## src/rtl/addsub_pipe.sv

```systemverilog
// Pipelined integer adder/subtractor; the carry chain is split into STAGES registered segments.
// Define ADDSUB_OVF_EN to add the registered signed-overflow output `ovf`.
module addsub_pipe #(
  parameter int unsigned WIDTH  = 24,
  parameter int unsigned STAGES = 3
) (
  input  logic             clk,
  input  logic             rst_n,
  input  logic             in_valid,
  output logic             in_ready,
  input  logic [WIDTH-1:0] reg1,
  input  logic [WIDTH-1:0] reg2,
  input  logic             op,
  output logic             out_valid,
  input  logic             out_ready,
  output logic [WIDTH-1:0] result,
  output logic             cout,
`ifdef ADDSUB_OVF_EN
  output logic             ovf,
`endif
  output logic             zero
);

  localparam int unsigned SEG  = (WIDTH + STAGES - 1) / STAGES;
  localparam int unsigned LAST = STAGES - 1;

  logic [STAGES-1:0] valid;
  logic [STAGES-1:0] load;

  // Load enables ripple back from the output so a full pipeline can still stream.
  always_comb begin
    load = '0;
    load[LAST] = !valid[LAST] || out_ready;
    for (int k = int'(STAGES) - 2; k >= 0; k--) begin
      load[k] = !valid[k] || load[k+1];
    end
  end

  assign in_ready = load[0];

  for (genvar k = 0; k < STAGES; k++) begin : g_stage
    localparam int Lo = int'(k * SEG);
    localparam int Hi = ((k + 1) * SEG > WIDTH) ? int'(WIDTH) : int'((k + 1) * SEG);

    logic [WIDTH-1:0] a_in, b_in, r_in, r_nx;
    logic             c_in, c_nx, v_in;
    logic             v_q, c_q;
    logic [WIDTH-1:0] r_q;

    if (k == 0) begin : g_head
      assign v_in = in_valid;
      assign a_in = reg1;
      assign b_in = reg2 ^ {WIDTH{op}};
      assign c_in = op;
      assign r_in = '0;
    end else begin : g_body
      assign v_in = g_stage[k-1].v_q;
      assign a_in = g_stage[k-1].g_fwd.a_q;
      assign b_in = g_stage[k-1].g_fwd.b_q;
      assign c_in = g_stage[k-1].c_q;
      assign r_in = g_stage[k-1].r_q;
    end

    // Ripple only the bits owned by this segment; lower bits pass through unchanged.
    always_comb begin
      r_nx = r_in;
      c_nx = c_in;
      for (int i = 0; i < int'(WIDTH); i++) begin
        if (i >= Lo && i < Hi) begin
          r_nx[i] = a_in[i] ^ b_in[i] ^ c_nx;
          c_nx    = (a_in[i] & b_in[i]) | (c_nx & (a_in[i] ^ b_in[i]));
        end
      end
    end

    always_ff @(posedge clk or negedge rst_n) begin
      if (!rst_n) begin
        v_q <= 1'b0;
        c_q <= 1'b0;
        r_q <= '0;
      end else if (load[k]) begin
        v_q <= v_in;
        if (v_in) begin
          c_q <= c_nx;
          r_q <= r_nx;
        end
      end
    end

    if (k < STAGES - 1) begin : g_fwd
      logic [WIDTH-1:0] a_q, b_q;

      always_ff @(posedge clk or negedge rst_n) begin
        if (!rst_n) begin
          a_q <= '0;
          b_q <= '0;
        end else if (load[k] && v_in) begin
          a_q <= a_in;
          b_q <= b_in;
        end
      end
    end

    assign valid[k] = v_q;
  end

  logic zero_q;

  always_ff @(posedge clk or negedge rst_n) begin
    if (!rst_n) begin
      zero_q <= 1'b1;
    end else if (load[LAST] && g_stage[LAST].v_in) begin
      zero_q <= (g_stage[LAST].r_nx == '0);
    end
  end

`ifdef ADDSUB_OVF_EN
  logic ovf_q;

  // Carry into the MSB is recovered from its sum bit: a ^ b ^ sum.
  always_ff @(posedge clk or negedge rst_n) begin
    if (!rst_n) begin
      ovf_q <= 1'b0;
    end else if (load[LAST] && g_stage[LAST].v_in) begin
      ovf_q <= g_stage[LAST].a_in[WIDTH-1] ^ g_stage[LAST].b_in[WIDTH-1] ^
               g_stage[LAST].r_nx[WIDTH-1] ^ g_stage[LAST].c_nx;
    end
  end

  assign ovf = ovf_q;
`endif

  assign out_valid = valid[LAST];
  assign result    = g_stage[LAST].r_q;
  assign cout      = g_stage[LAST].c_q;
  assign zero      = zero_q;

endmodule
```

## config.mk

```make
export PLATFORM = sky130hd
export DESIGN_NAME = addsub_pipe
export DESIGN_NICKNAME = d
export VERILOG_FILES = /design/src/rtl/addsub_pipe.sv
export SDC_FILE = /design/constraint.sdc
export NUM_CORES = 1
export LEC_CHECK = 0
export CORE_ASPECT_RATIO = 0.5
export CORE_UTILIZATION = 53
export DETAILED_ROUTE_END_ITERATION = 8
export GPL_TIMING_DRIVEN = 0
export PLACE_DENSITY_LB_ADDON = 0.3
export RECOVER_POWER = 25
export SLEW_MARGIN = 25
export SYNTH_ARGS = -nofsm -noshare
export SYNTH_HDL_FRONTEND = slang
export SYNTH_SLANG_ARGS = --single-unit
```

## constraint.sdc

```tcl
create_clock -name clk -period 4.6 [get_ports clk]
set_clock_uncertainty 0.05 [all_clocks]
set_input_delay 0.46 -clock clk [delete_from_list [all_inputs] [get_ports clk]]
set_output_delay 0.46 -clock clk [all_outputs]
set_load 0.01 [all_outputs]
```

==> qor.csv <==
metric;value;unit
run status;finished with violations;
failing checks;max-capacitance violations, max-slew violations;
combinational power share;0.323;
# clock sinks;103;
Startpoint Class;input port;
Post-Layout Cell Count;522;
Hold Crit Start;g_stage[0].g_fwd.b_q[22];
area growth from synthesis to layout;26.35;%
DR vias;2696;
Slew Viols, Final;82;
cell taking the most area after synthesis;dfrtp_1;
Ports;81;
CP required;4.79;ns
register area share after synthesis;0.5448;
Slew Limit Headroom;-0.2976;
Final Hold Viols;0;
core footprint;8317;um2
Ys Warns;0;
# hold bufs at CTS;1;
Worst R2R Path Depth;14;
hold depth;1;
Synth Register Bits;103;
CTS tree;done;
Most Frequent Cell on Critical Path;fa_1;
Crit. Startpoint;op;
worst-margin pin slew;1.946;ns
setup ws final;0.5026;ns
Total Routed Length;9456;um
Sw Share;0.2942;
final period utilization;0.8907;
Setup-failing EPs final;0;
Hold Crit Class;flop to flop;
CP arrival;4.29;ns
placed cell areas;5693;um2
postcts setup bufs;0;
number of nets in the layout;481;
H-tree depth;3;
HPWL Detailed;6854;um
Die W;135.6;um
P_sw;968.8;uW
GR Util All Layers;0.2321;
Routed Antenna Nets;0;
total chip power;3293;uW
die height;68.83;um
Num CTS Buffers;9;
Design Area, Final;5981;um2
FF/Latch Area;2579;um2
total gr overflow;0;
Crit Reg-Reg Endpoint;zero;
top post-synthesis cells by area;dfrtp_1 54%, mux2_2 19%, fa_1 9.7%, mux2i_1 3.0%, xor2_1 3.0%;
Reg2Reg Launch Point;g_stage[1].c_q;
DP Worst Slack;0.1209;ns
antenna cells;0;
Clock Power Share;0.242;
clock slew at reported path FFs;0.07;ns
CP max stage delay;0.42;ns
number of I/O port buffers;79;
Pwr per Cell Area;550.5;nW/um2
CTS Root Cell;clkbuf_16;
CP max FO;10;
post-cts sizing count;0;
highest-count cells in the layout ignoring fill and taps;102 x dfrtp_1, 81 x mux2_2, 77 x clkdlybuf4s50_1, 32 x inv_1, 23 x fa_1;
maximum vdd drop;262.4;uV
commonest non-fill, non-tap cell in the layout;dfrtp_1;
hold slack final;0.4423;ns
row count;23;
Fmax;244.1;MHz
Placer Congestion;0.7679;
Synth Cell Area;4733;um2
P_int;2324;uW
vias in the first global route;3134;
Synthesized Nets;389;
unrepaired setup endpoints after global routing;false;
footprint of the multi-input gates;1916;um2
first-pass GRT wire length;15300;um
share of cells above drive strength 1;0.2805;
die area;9336;um2
R2R Setup Slk;0.56;ns
wire length per cell;18.11;um
TritonRoute pass-1 iters;4;
pin count of the biggest net entering global routing;82;
minimum clock period;4.097;ns
kind of critical path;input port to flop;
Crit-path slowest cell;fa_1;
Fill cells;547;
antenna violations before repair;0;
Yosys cell types;27;
Max-Cap Viols;1;
WHS Endpoint;g_stage[0].g_fwd.b_q[22];
Crit. End Element;flop;
leakage power;0.002623;uW
Flop pwr share;0.435;
clock buffer depth;2;
Synth top area share;0.5393;
cell count after synthesis;313;
CP cell instances;buf_2, buf_2, xnor2_1, fa_1, fa_1, fa_1, fa_1, fa_1, fa_1, inv_1, fa_1, mux2_2;
Placed Cells;505;
Worst-Skew Late Latency;0.35;ns
syn_area_per_cell;15.12;um2
Via-to-Cell Ratio;5.165;
starting density of the core;0.5691;
Starting DRT DRC Count;104;
DRC viols;0;
==> sequential cells by signal (all words and copies together), names as in the netlist <==
register           count
g_stage.v_q            2
zero                   1
g_stage.r_q           24
out_valid              1
g_stage.c_q            2
result                24
cout                   1
g_stage.g_fwd.b_q     24
g_stage.g_fwd.a_q     24
==> critical path, delay by kind of cell <==
family | cells | cell delay (ns)
mux | 1 | 0.27
fa+ha+maj | 7 | 2.79
xor+xnor | 1 | 0.16
buf+inv | 3 | 0.61
==> cell usage after synthesis (all sizes together) <==
cell type / count
nor4: 5
nand4: 2
buf: 12
a31oi: 1
nand4b: 1
mux2: 85
xnor2: 8
nand3b: 1
a21oi: 1
fa: 23
nand2b: 2
inv: 32
dfrtp: 102
or2b: 2
nand2: 3
xor2: 16
o2bb2ai: 1
mux2i: 14
dfstp: 1
nor4bb: 1
==> final cells by class <==
| class | instances | area share |
|---|---|---|
| clock buffers | 10 | 0.03828 |
| flip-flops and latches | 103 | 0.4312 |
| well taps | 112 | 0.02343 |
| inverters | 32 | 0.02008 |
| multi-input cells | 166 | 0.3203 |
| repair buffers | 81 | 0.1337 |
| plain buffers | 12 | 0.01883 |
| clock inverters | 6 | 0.01423 |
==> power by group through the flow <==
| stage | combinational [uW] | clock (uW) | sequential [uW] |
|---|---|---|---|
| after floorplan | 559 | 0 | 1430 |
| after global placement | 1010 | 0 | 1420 |
| after detailed placement | 1070 | 0 | 1450 |
| after CTS | 1080 | 810 | 1430 |
| after global routing | 1170 | 846 | 1470 |
| final | 1060 | 798 | 1430 |
==> cell families after synthesis <==
kind of cell | share of synthesized area
DFF | 0.5448
muxes | 0.2326
buffers and inverters | 0.04916
xor gates and xnor gates | 0.04441
adders and majority gates | 0.09728
and+or+nand+nor | 0.02749
AOI/OAI and AO/OA | 0.004230
==> how the worst max path moves through the flow <==
stage                                    end  slack, ns  cells after the start
detailed placement         g_stage[0].r_q[7]       0.12                     12
global placement    g_stage[0].g_fwd.a_q[17]      -0.57                      1
CTS                        g_stage[0].r_q[7]       0.49                     12
finish                     g_stage[0].r_q[7]       0.50                     12
floorplan                  g_stage[0].r_q[7]       0.45                     12
global route                            zero       0.34                     14
==> routing by layer <==
metal | routed length, um | share of wire | global-route usage | vias to the layer above
met5 | 0 | 0 | 0 | -
met4 | 132 | 0.014 | 0.08427 | 0
met3 | 437 | 0.046 | 0.07237 | 14
met2 | 4892 | 0.52 | 0.4203 | 54
met1 | 3994 | 0.42 | 0.2666 | 1408
li1 | - | - | - | 1220
==> stage by stage <==
step                setup TNS [ns]  utilization
floorplan                        0            -
finish                           0       0.7191
global route                     0       0.7191
detailed placement               0       0.6845
CTS                              0       0.7235
global placement            -57.28       0.6811
No activity file was read; power rests on OpenSTA's default activity.
